**config.mk**
```make
export PLATFORM = sky130hd
export DESIGN_NAME = bip_control_unit
export DESIGN_NICKNAME = d
export VERILOG_FILES = /design/src/rtl/bip_pkg.sv /design/src/rtl/bip_decoder.sv /design/src/rtl/bip_control_unit.sv
export SDC_FILE = /design/constraint.sdc
export NUM_CORES = 1
export LEC_CHECK = 0
export BUFFER_PORTS_ARGS = -buffer_cell sky130_fd_sc_hd__clkbuf_2
export CAP_MARGIN = 40
export CORE_ASPECT_RATIO = 1.75
export CORE_MARGIN = 2
export CORE_UTILIZATION = 51
export DETAILED_ROUTE_END_ITERATION = 8
export PLACE_DENSITY = 0.79
export SETUP_SLACK_MARGIN = 0.3
export SLEW_MARGIN = 5
export SYNTH_ARGS = -nofsm -noshare
export SYNTH_HDL_FRONTEND = slang
export SYNTH_HIERARCHICAL = 1
export SYNTH_SLANG_ARGS = --single-unit
```
**constraint.sdc**
```tcl
create_clock -name clk -period 2.3 [get_ports clk]
set_input_delay 0.23 -clock clk [delete_from_list [all_inputs] [get_ports clk]]
set_output_delay 0.23 -clock clk [all_outputs]
set_load 0.05 [all_outputs]
```
**src/rtl/bip_pkg.sv**
```systemverilog
// Shared encodings for the 16-bit accumulator processor control unit:
// opcodes, FSM states, instruction classes and datapath mux/op settings.
package bip_pkg;

    localparam int BIP_DB    = 16;
    localparam int BIP_PC_W  = 11;
    localparam int BIP_OPC_W = 5;

    localparam logic [BIP_OPC_W-1:0] OPC_HLT  = 5'b00000;
    localparam logic [BIP_OPC_W-1:0] OPC_STO  = 5'b00001;
    localparam logic [BIP_OPC_W-1:0] OPC_LD   = 5'b00010;
    localparam logic [BIP_OPC_W-1:0] OPC_LDI  = 5'b00011;
    localparam logic [BIP_OPC_W-1:0] OPC_ADD  = 5'b00100;
    localparam logic [BIP_OPC_W-1:0] OPC_ADDI = 5'b00101;
    localparam logic [BIP_OPC_W-1:0] OPC_SUB  = 5'b00110;
    localparam logic [BIP_OPC_W-1:0] OPC_SUBI = 5'b00111;

    typedef enum logic [2:0] {
        S_INIT   = 3'd0,
        S_FETCH  = 3'd1,
        S_DECODE = 3'd2,
        S_EXEC_A = 3'd3,
        S_EXEC_B = 3'd4,
        S_STORE  = 3'd5,
        S_NEXT   = 3'd6,
        S_HALT   = 3'd7
    } state_t;

    typedef enum logic [2:0] {
        CLS_MEM   = 3'd0,
        CLS_IMM   = 3'd1,
        CLS_STORE = 3'd2,
        CLS_HALT  = 3'd3,
        CLS_NOP   = 3'd4
    } instr_cls_t;

    typedef enum logic [1:0] {
        SELA_RAM = 2'b00,
        SELA_IMM = 2'b01,
        SELA_ALU = 2'b10
    } sel_a_t;

    localparam logic SELB_RAM = 1'b0;
    localparam logic SELB_IMM = 1'b1;
    localparam logic OP_ADD   = 1'b0;
    localparam logic OP_SUB   = 1'b1;

endpackage

```
**src/rtl/bip_decoder.sv**
```systemverilog
// Combinational opcode decoder: instruction class plus ACC/ALU mux and op
// settings for the instruction currently held in IR.
module bip_decoder
    import bip_pkg::*;
(
    input  logic [BIP_OPC_W-1:0] i_opcode,
    output instr_cls_t           o_cls,
    output sel_a_t               o_sel_a,
    output logic                 o_sel_b,
    output logic                 o_op
);

    always_comb begin
        o_cls   = CLS_NOP;
        o_sel_a = SELA_RAM;
        o_sel_b = SELB_RAM;
        o_op    = OP_ADD;
        case (i_opcode)
            OPC_HLT:  o_cls = CLS_HALT;
            OPC_STO:  o_cls = CLS_STORE;
            OPC_LD:   o_cls = CLS_MEM;
            OPC_LDI: begin
                o_cls   = CLS_IMM;
                o_sel_a = SELA_IMM;
            end
            OPC_ADD: begin
                o_cls   = CLS_MEM;
                o_sel_a = SELA_ALU;
            end
            OPC_ADDI: begin
                o_cls   = CLS_IMM;
                o_sel_a = SELA_ALU;
                o_sel_b = SELB_IMM;
            end
            OPC_SUB: begin
                o_cls   = CLS_MEM;
                o_sel_a = SELA_ALU;
                o_op    = OP_SUB;
            end
            OPC_SUBI: begin
                o_cls   = CLS_IMM;
                o_sel_a = SELA_ALU;
                o_sel_b = SELB_IMM;
                o_op    = OP_SUB;
            end
            default: o_cls = CLS_NOP;
        endcase
    end

endmodule

```
**src/rtl/bip_control_unit.sv**
```systemverilog
// Multi-cycle control unit: fetches from program memory, owns PC/IR and the
// retired-instruction counter, and sequences the datapath one instruction at a time.
module bip_control_unit
    import bip_pkg::*;
#(
    parameter int DB    = BIP_DB,
    parameter int PC_W  = BIP_PC_W,
    parameter int OPC_W = BIP_OPC_W
) (
    input  logic            clk,
    input  logic            Reset,
    input  logic            Enable,
    input  logic [DB-1:0]   Instr,
    output logic [PC_W-1:0] PC,
    output logic [PC_W-1:0] Operand,
    output logic            WrPC,
    output logic [1:0]      SelA,
    output logic            SelB,
    output logic            Op,
    output logic            WrAcc,
    output logic            Clear,
    output logic            RdRam,
    output logic            WrRam,
    output logic            Halted,
    output logic [15:0]     InstrCnt
);

    state_t          r_state;
    state_t          w_next;
    logic [DB-1:0]   r_ir;
    logic [PC_W-1:0] r_pc;
    logic [15:0]     r_icnt;

    instr_cls_t      w_cls;
    sel_a_t          w_sel_a;
    logic            w_sel_b;
    logic            w_op;
    logic            w_mem;

    bip_decoder u_dec (
        .i_opcode (r_ir[DB-1 -: OPC_W]),
        .o_cls    (w_cls),
        .o_sel_a  (w_sel_a),
        .o_sel_b  (w_sel_b),
        .o_op     (w_op)
    );

    assign w_mem    = (w_cls == CLS_MEM);
    assign PC       = r_pc;
    assign Operand  = r_ir[PC_W-1:0];
    assign InstrCnt = r_icnt;

    always_ff @(posedge clk) begin
        if (Reset) begin
            r_state <= S_INIT;
            r_ir    <= '0;
            r_pc    <= '0;
            r_icnt  <= '0;
        end else begin
            r_state <= w_next;
            case (r_state)
                S_INIT:  r_pc <= '0;
                S_FETCH: if (Enable) r_ir <= Instr;
                S_NEXT: begin
                    r_pc   <= r_pc + 1'b1;
                    r_icnt <= r_icnt + 16'd1;
                end
                default: ;
            endcase
        end
    end

    always_comb begin
        w_next = r_state;
        WrPC   = 1'b0;
        SelA   = SELA_RAM;
        SelB   = SELB_RAM;
        Op     = OP_ADD;
        WrAcc  = 1'b0;
        Clear  = 1'b0;
        RdRam  = 1'b0;
        WrRam  = 1'b0;
        Halted = 1'b0;
        case (r_state)
            S_INIT: begin
                // INIT is also the hold state under reset; keep Clear quiet until release
                Clear  = !Reset;
                w_next = S_FETCH;
            end
            S_FETCH: if (Enable) w_next = S_DECODE;
            S_DECODE: begin
                RdRam = w_mem;
                case (w_cls)
                    CLS_HALT:  w_next = S_HALT;
                    CLS_NOP:   w_next = S_NEXT;
                    CLS_STORE: w_next = S_STORE;
                    default:   w_next = S_EXEC_A;
                endcase
            end
            S_EXEC_A, S_EXEC_B: begin
                WrAcc  = 1'b1;
                SelA   = w_sel_a;
                SelB   = w_sel_b;
                Op     = w_op;
                RdRam  = w_mem;
                w_next = (r_state == S_EXEC_A) ? S_EXEC_B : S_NEXT;
            end
            S_STORE: begin
                WrRam  = 1'b1;
                w_next = S_NEXT;
            end
            S_NEXT: begin
                WrPC   = 1'b1;
                w_next = S_FETCH;
            end
            S_HALT:  Halted = 1'b1;
            default: w_next = S_INIT;
        endcase
    end

endmodule

```
==> After elaboration in Yosys (flattened, before gate mapping) <==
Index checks and enable logic that the tools add are counted.
{ "totals": {"word_cells": 58, "reg_bits": 46, "output_inout_bits": 48} }
{ "classes": {"n_mux": 18, "n_eq_ne": 18, "addsub": 2, "n_reduce_logical": 16} }
{ "op_table": {"columns": ["op", "count"], "rows": [
  ["$pmux 11 s2", 1],
  ["$eq 5x3->1 const B", 4],
  ["$add 16x1->16 const B", 1],
  ["$eq 3x3->1 const B", 5],
  ["$pmux 3 s5", 1],
  ["$eq 3x2->1 const B", 4],
  ["$pmux 3 s4", 1],
  ["$add 11x1->11 const B", 1],
  ["$eq 5x2->1 const B", 2],
  ["$mux 1", 10],
  ["$pmux 3 s3", 1],
  ["$reduce_or 3->1", 3],
  ["$reduce_or 2->1", 4],
  ["$logic_not 3->1", 2],
  ["$eq 5x1->1 const B", 1],
  ["$logic_not 5->1", 1],
  ["$reduce_bool 5->1", 1],
  ["$mux 2", 2],
  ["$pmux 2 s2", 1],
  ["$reduce_and 2->1", 2],
  ["$reduce_or 4->1", 1],
  ["$eq 3x1->1 const B", 1],
  ["$mux 3", 1],
  ["$ne 2x2->1 const B", 1],
  ["other kinds (2)", 2]
]} }

==> Logic depth before layout (Yosys ltp) <==
{ "depth": {"depth_word": 6, "ltp_mapped": 7} }

==> By module <==
Netlist, hierarchy kept.
{ "by_module_without_submodules": {"columns": ["mod", "n_inst", "area_each_um2", "cells_per_inst"], "rows": [
  ["bip_control_unit", 1, 2235.9, 281],
  ["bip_decoder", 1, 66.3, 10]
]} }

==> Worst setup path after synthesis <==
No wires, ideal clock.
{ "synth_timing": {"kind": "register to output", "startpoint": "register r_state[2]", "endpoint": "output port RdRam", "arrival_ns": 2.486, "slack_ns": -0.416, "path_stages_with_launch": 5, "path_buffers": 2, "required_ns": 2.070, "cell_sequence": "dfxtp_1 clkbuf_1 clkbuf_1 a21oi_1 nor4_1"} }
{ "synth_between": {"elab_chain_len": 3, "elab_cells_between_ends": 5} }
{ "synth_lines": {"columns": ["item", "line_no", "source"], "rows": [
  ["from (decl)", "bip_control_unit.sv:28", "state_t r_state;"],
  ["from (signal assigned)", "bip_control_unit.sv:60", "r_state <= w_next;"],
  ["$eq 3x2->1 or $eq 3x3->1 (tied branches)", "bip_control_unit.sv:84", "case (r_state)"],
  ["$reduce_or 3->1 (no line) *", null, null],
  ["$mux 1 *", "bip_control_unit.sv:84", null],
  ["to (decl)", "bip_control_unit.sv:22", "output logic RdRam,"]
]} }
Mark *: on every way between the ends. The rest lies on a longest branch, timed or not.

==> Final worst setup path <==
{ "layout_timing": {"startpoint": "register r_ir[13]", "endpoint": "output port RdRam"} }
{ "layout_between": {"elab_chain_len": 5, "elab_cells_between_ends": 13} }
{ "layout_lines": {"columns": ["item", "line_no", "source"], "rows": [
  ["from (decl)", "bip_control_unit.sv:30", "logic [DB-1:0] r_ir;"],
  ["from (signal assigned)", "bip_control_unit.sv:63", "S_FETCH: if (Enable) r_ir <= Instr;"],
  ["$eq 5x2->1 or $eq 5x3->1 (tied branches)", "bip_decoder.sv:18", "case (i_opcode)"],
  ["$reduce_or 3->1 (no line)", null, null],
  ["$pmux 3 s4 *", "bip_decoder.sv:18", null],
  ["net w_cls[0]", "bip_control_unit.sv:34", "instr_cls_t w_cls;"],
  ["$logic_not 3->1 *", "bip_control_unit.sv:48", "assign w_mem = (w_cls == CLS_MEM);"],
  ["$mux 1 *", "bip_control_unit.sv:84", null]
]} }
Mark *: on every way through the listed nets, which the timed path passes. The rest lies on a longest branch.

==> results.ini <==
[outcome]
status=complete, no violations

[clocking]
clkTransAtPathRegs_ps=90
clock_path_buffers=2
hold_buffers=0
htree_levels=2
cts.sinks=46
cts-buffers-inserted=5
cts_root_buf=clkbuf_8
post_cts_buffers=0
clock_latency_ps=300
cts_tree=built

[sta]
finalCritPeriodShare_pct=82.8
fin_crit_ps=1910
finalSetupTns_ps=0
skew_ps=7.04
max_freq_mhz=525
tightest_slew_ps=677
max_slew_margin_pct=54.4
final_hold_viol_count=0
finalSetupViolCount=0
report.final.slew_viol_count=0
rsz0062_at_grt=false
whs_ps=133

[hold_path]
hold_end=r_ir[8]
hold_start=Instr[8]
hold-path-cell-count=3
worstHoldPathType=primary input to register

[detailed_routing]
routed_wl_mm=5.04
postRouteAntennaNets=0
vias=2181
drt_iter0_drc=39
wl_per_cell_um=12.8
route.detailed.drc=0
firstDrtPassIters=4
via_per_inst=5.55

[worst_setup_path]
r2r_cells=4
crit_arrival_ps=1680
critPathCaptureType=primary output
r2r-end=InstrCnt[15]
critPathRequiredTime_ps=2070
path_cells=o21ai_0, a21boi_2, nor4_4, buf_2
path_max_fanout=8
max_stage_delay_ps=360
cpMaxStageDelayCell=dfxtp_1
path_buf_inv=1
critPathLaunchType=register
crit_type=register to primary output
reg2reg_from=r_state[1]
r2r_slack_ps=570
crit_family=compound AO/OA/AOI/OAI gates

[synth]
synth_edf_count=0
avgSynthCellArea_um2=7.91
synth_area_um2=2300
postSynthCellCount=291
synth_ff_type=dfxtp_1
synth-seq-area-share_pct=40.0
ys_warn_count=6
async_reset_ff_share_pct=0
synth_cell_types=45
synth_nets=312
synth_seq_cells=46

[placement]
placed_cells=385
gp_congestion=0.812
hpwl_mm=3.64
port_buffers=66

[grt]
grt_pass1_vias=1867
grt_remaining_overflow=0
grt_pass1_wl_mm=8.05
antenna_found_initial=0
track_usage_pct=21.0
grt_max_degree=33

[finish]
insertedDiodeCount=0
drive_gt1_share_pct=29.2
area.growth.synth_to_final_pct=18.9
fin_util_pct=62.7
stdcell_count=393
fillers=425
final_net_count=362

[power]
peakVddDrop_mv=0.567
power_density_nw_per_um2=753
leakagePower_nw=1.12

[die]
rows=32
die_w_um=54.8
core_area_um2=4360
die_y_um=92.9
initial_core_util_pct=52.8
io_pins=67
die_area_um2=5090

[job]
max_cap_violations=0

## layout make-up
cell class / count / area (um^2) / area share, %
flip-flops and latches: 46 / 931 / 34.0
inverters: 7 / 26.3 / 0.960
clock inverters: 3 / 18.8 / 0.686
multi-input cells: 209 / 1240 / 45.3
clock buffers: 5 / 68.8 / 2.51
repair buffers: 72 / 388 / 14.2
well taps: 51 / 63.8 / 2.33
## per-stage QoR
stage | cell area [um^2] | worst slack (ps) | total power, mW
floorplan | 2320 | 311 | 1.44
global placement | 2610 | 476 | 1.53
detailed placement | 2610 | 409 | 1.54
CTS | 2710 | 298 | 2.04
global route | 2740 | 246 | 2.17
finish | 2740 | 395 | 2.06
## power breakdown
group          internal [mW]  total, mW  leakage [nW]  switching (mW)
registers              0.853      0.902         0.376          0.0487
clock network          0.214      0.494        0.0483           0.280
logic                  0.207      0.665         0.698           0.459
## metal layers
layer  GRT usage [%]  vias to the layer above  routed length [um]
li1                -                     1112                   -
met1            22.8                     1020                2050
met2            36.4                       41                2670
met3            3.55                        8                 192
met4            11.0                        0                 126
met5               0                        -                   0
## kinds of logic after synthesis
group	after synthesis	share of synthesized area (%)
AOI/OAI and AO/OA	58	14.6
xor gates and xnor gates	10	3.80
adders and majority gates	2	1.09
buffers and inverters	36	7.88
DFF	46	40.0
muxes	2	0.924
and+or+nand+nor	137	31.7
## synth_stat cells, types with 3 or more instances
library cell | number | area [um^2]
a21oi_1 | 32 | 160
and2_1 | 4 | 25.0
and3_1 | 3 | 18.8
and4_1 | 3 | 26.3
buf_4 | 12 | 90.1
clkbuf_1 | 15 | 56.3
dfxtp_1 | 46 | 921
inv_1 | 6 | 22.5
nand2_1 | 44 | 165
nand2b_1 | 4 | 25.0
nand3_1 | 11 | 55.1
nand4_1 | 8 | 50.1
nand4b_1 | 4 | 35.0
nor2_1 | 23 | 86.3
nor2b_1 | 4 | 25.0
nor3_1 | 5 | 25.0
nor4_1 | 3 | 18.8
o211ai_1 | 3 | 22.5
o21ai_0 | 9 | 45.0
o31ai_1 | 5 | 37.5
or3_1 | 5 | 31.3
or4_1 | 6 | 45.0
xnor2_1 | 6 | 52.6
xor2_1 | 4 | 35.0
## cells in the final DEF (no fill, tap or decap), types with 5 or more instances in the layout
| cell | instances |
|---|---|
| dfxtp_2 | 5 |
| a21oi_1 | 32 |
| clkbuf_8 | 5 |
| inv_1 | 6 |
| nand4_1 | 8 |
| o21ai_0 | 9 |
| nand2_1 | 44 |
| o31ai_1 | 5 |
| or4_1 | 6 |
| nor2_1 | 23 |
| buf_4 | 6 |
| nand3_1 | 11 |
| xnor2_1 | 6 |
| dfxtp_1 | 40 |
| nor3_1 | 5 |
| clkbuf_4 | 5 |
| clkbuf_2 | 60 |
## registers in the layout, summed over array words and instances (netlist names)
signal and count:
PC 11, r_state 3, r_ir 16, InstrCnt 16
## worst min-delay path, cell delays in order
cell and delay (ps):
clkbuf_2 80, nand2_1 40, a21oi_1 50
## timing repair
item | in CTS | in global routing
resized for setup | 7 | 6
endpoints found under the setup margin | 7 | 7
pin swaps | 0 | 1
## worst max-delay path by stage
stage | start | endpoint | cells after the start
after floorplan | r_state[2] | Op | 4
after global placement | r_state[1] | SelB | 5
after detailed placement | r_state[1] | SelA[1] | 5
after CTS | r_state[1] | SelA[1] | 5
after global routing | r_ir[13] | RdRam | 4
final | r_ir[13] | RdRam | 4
No activity file was read; power rests on OpenSTA's default activity.
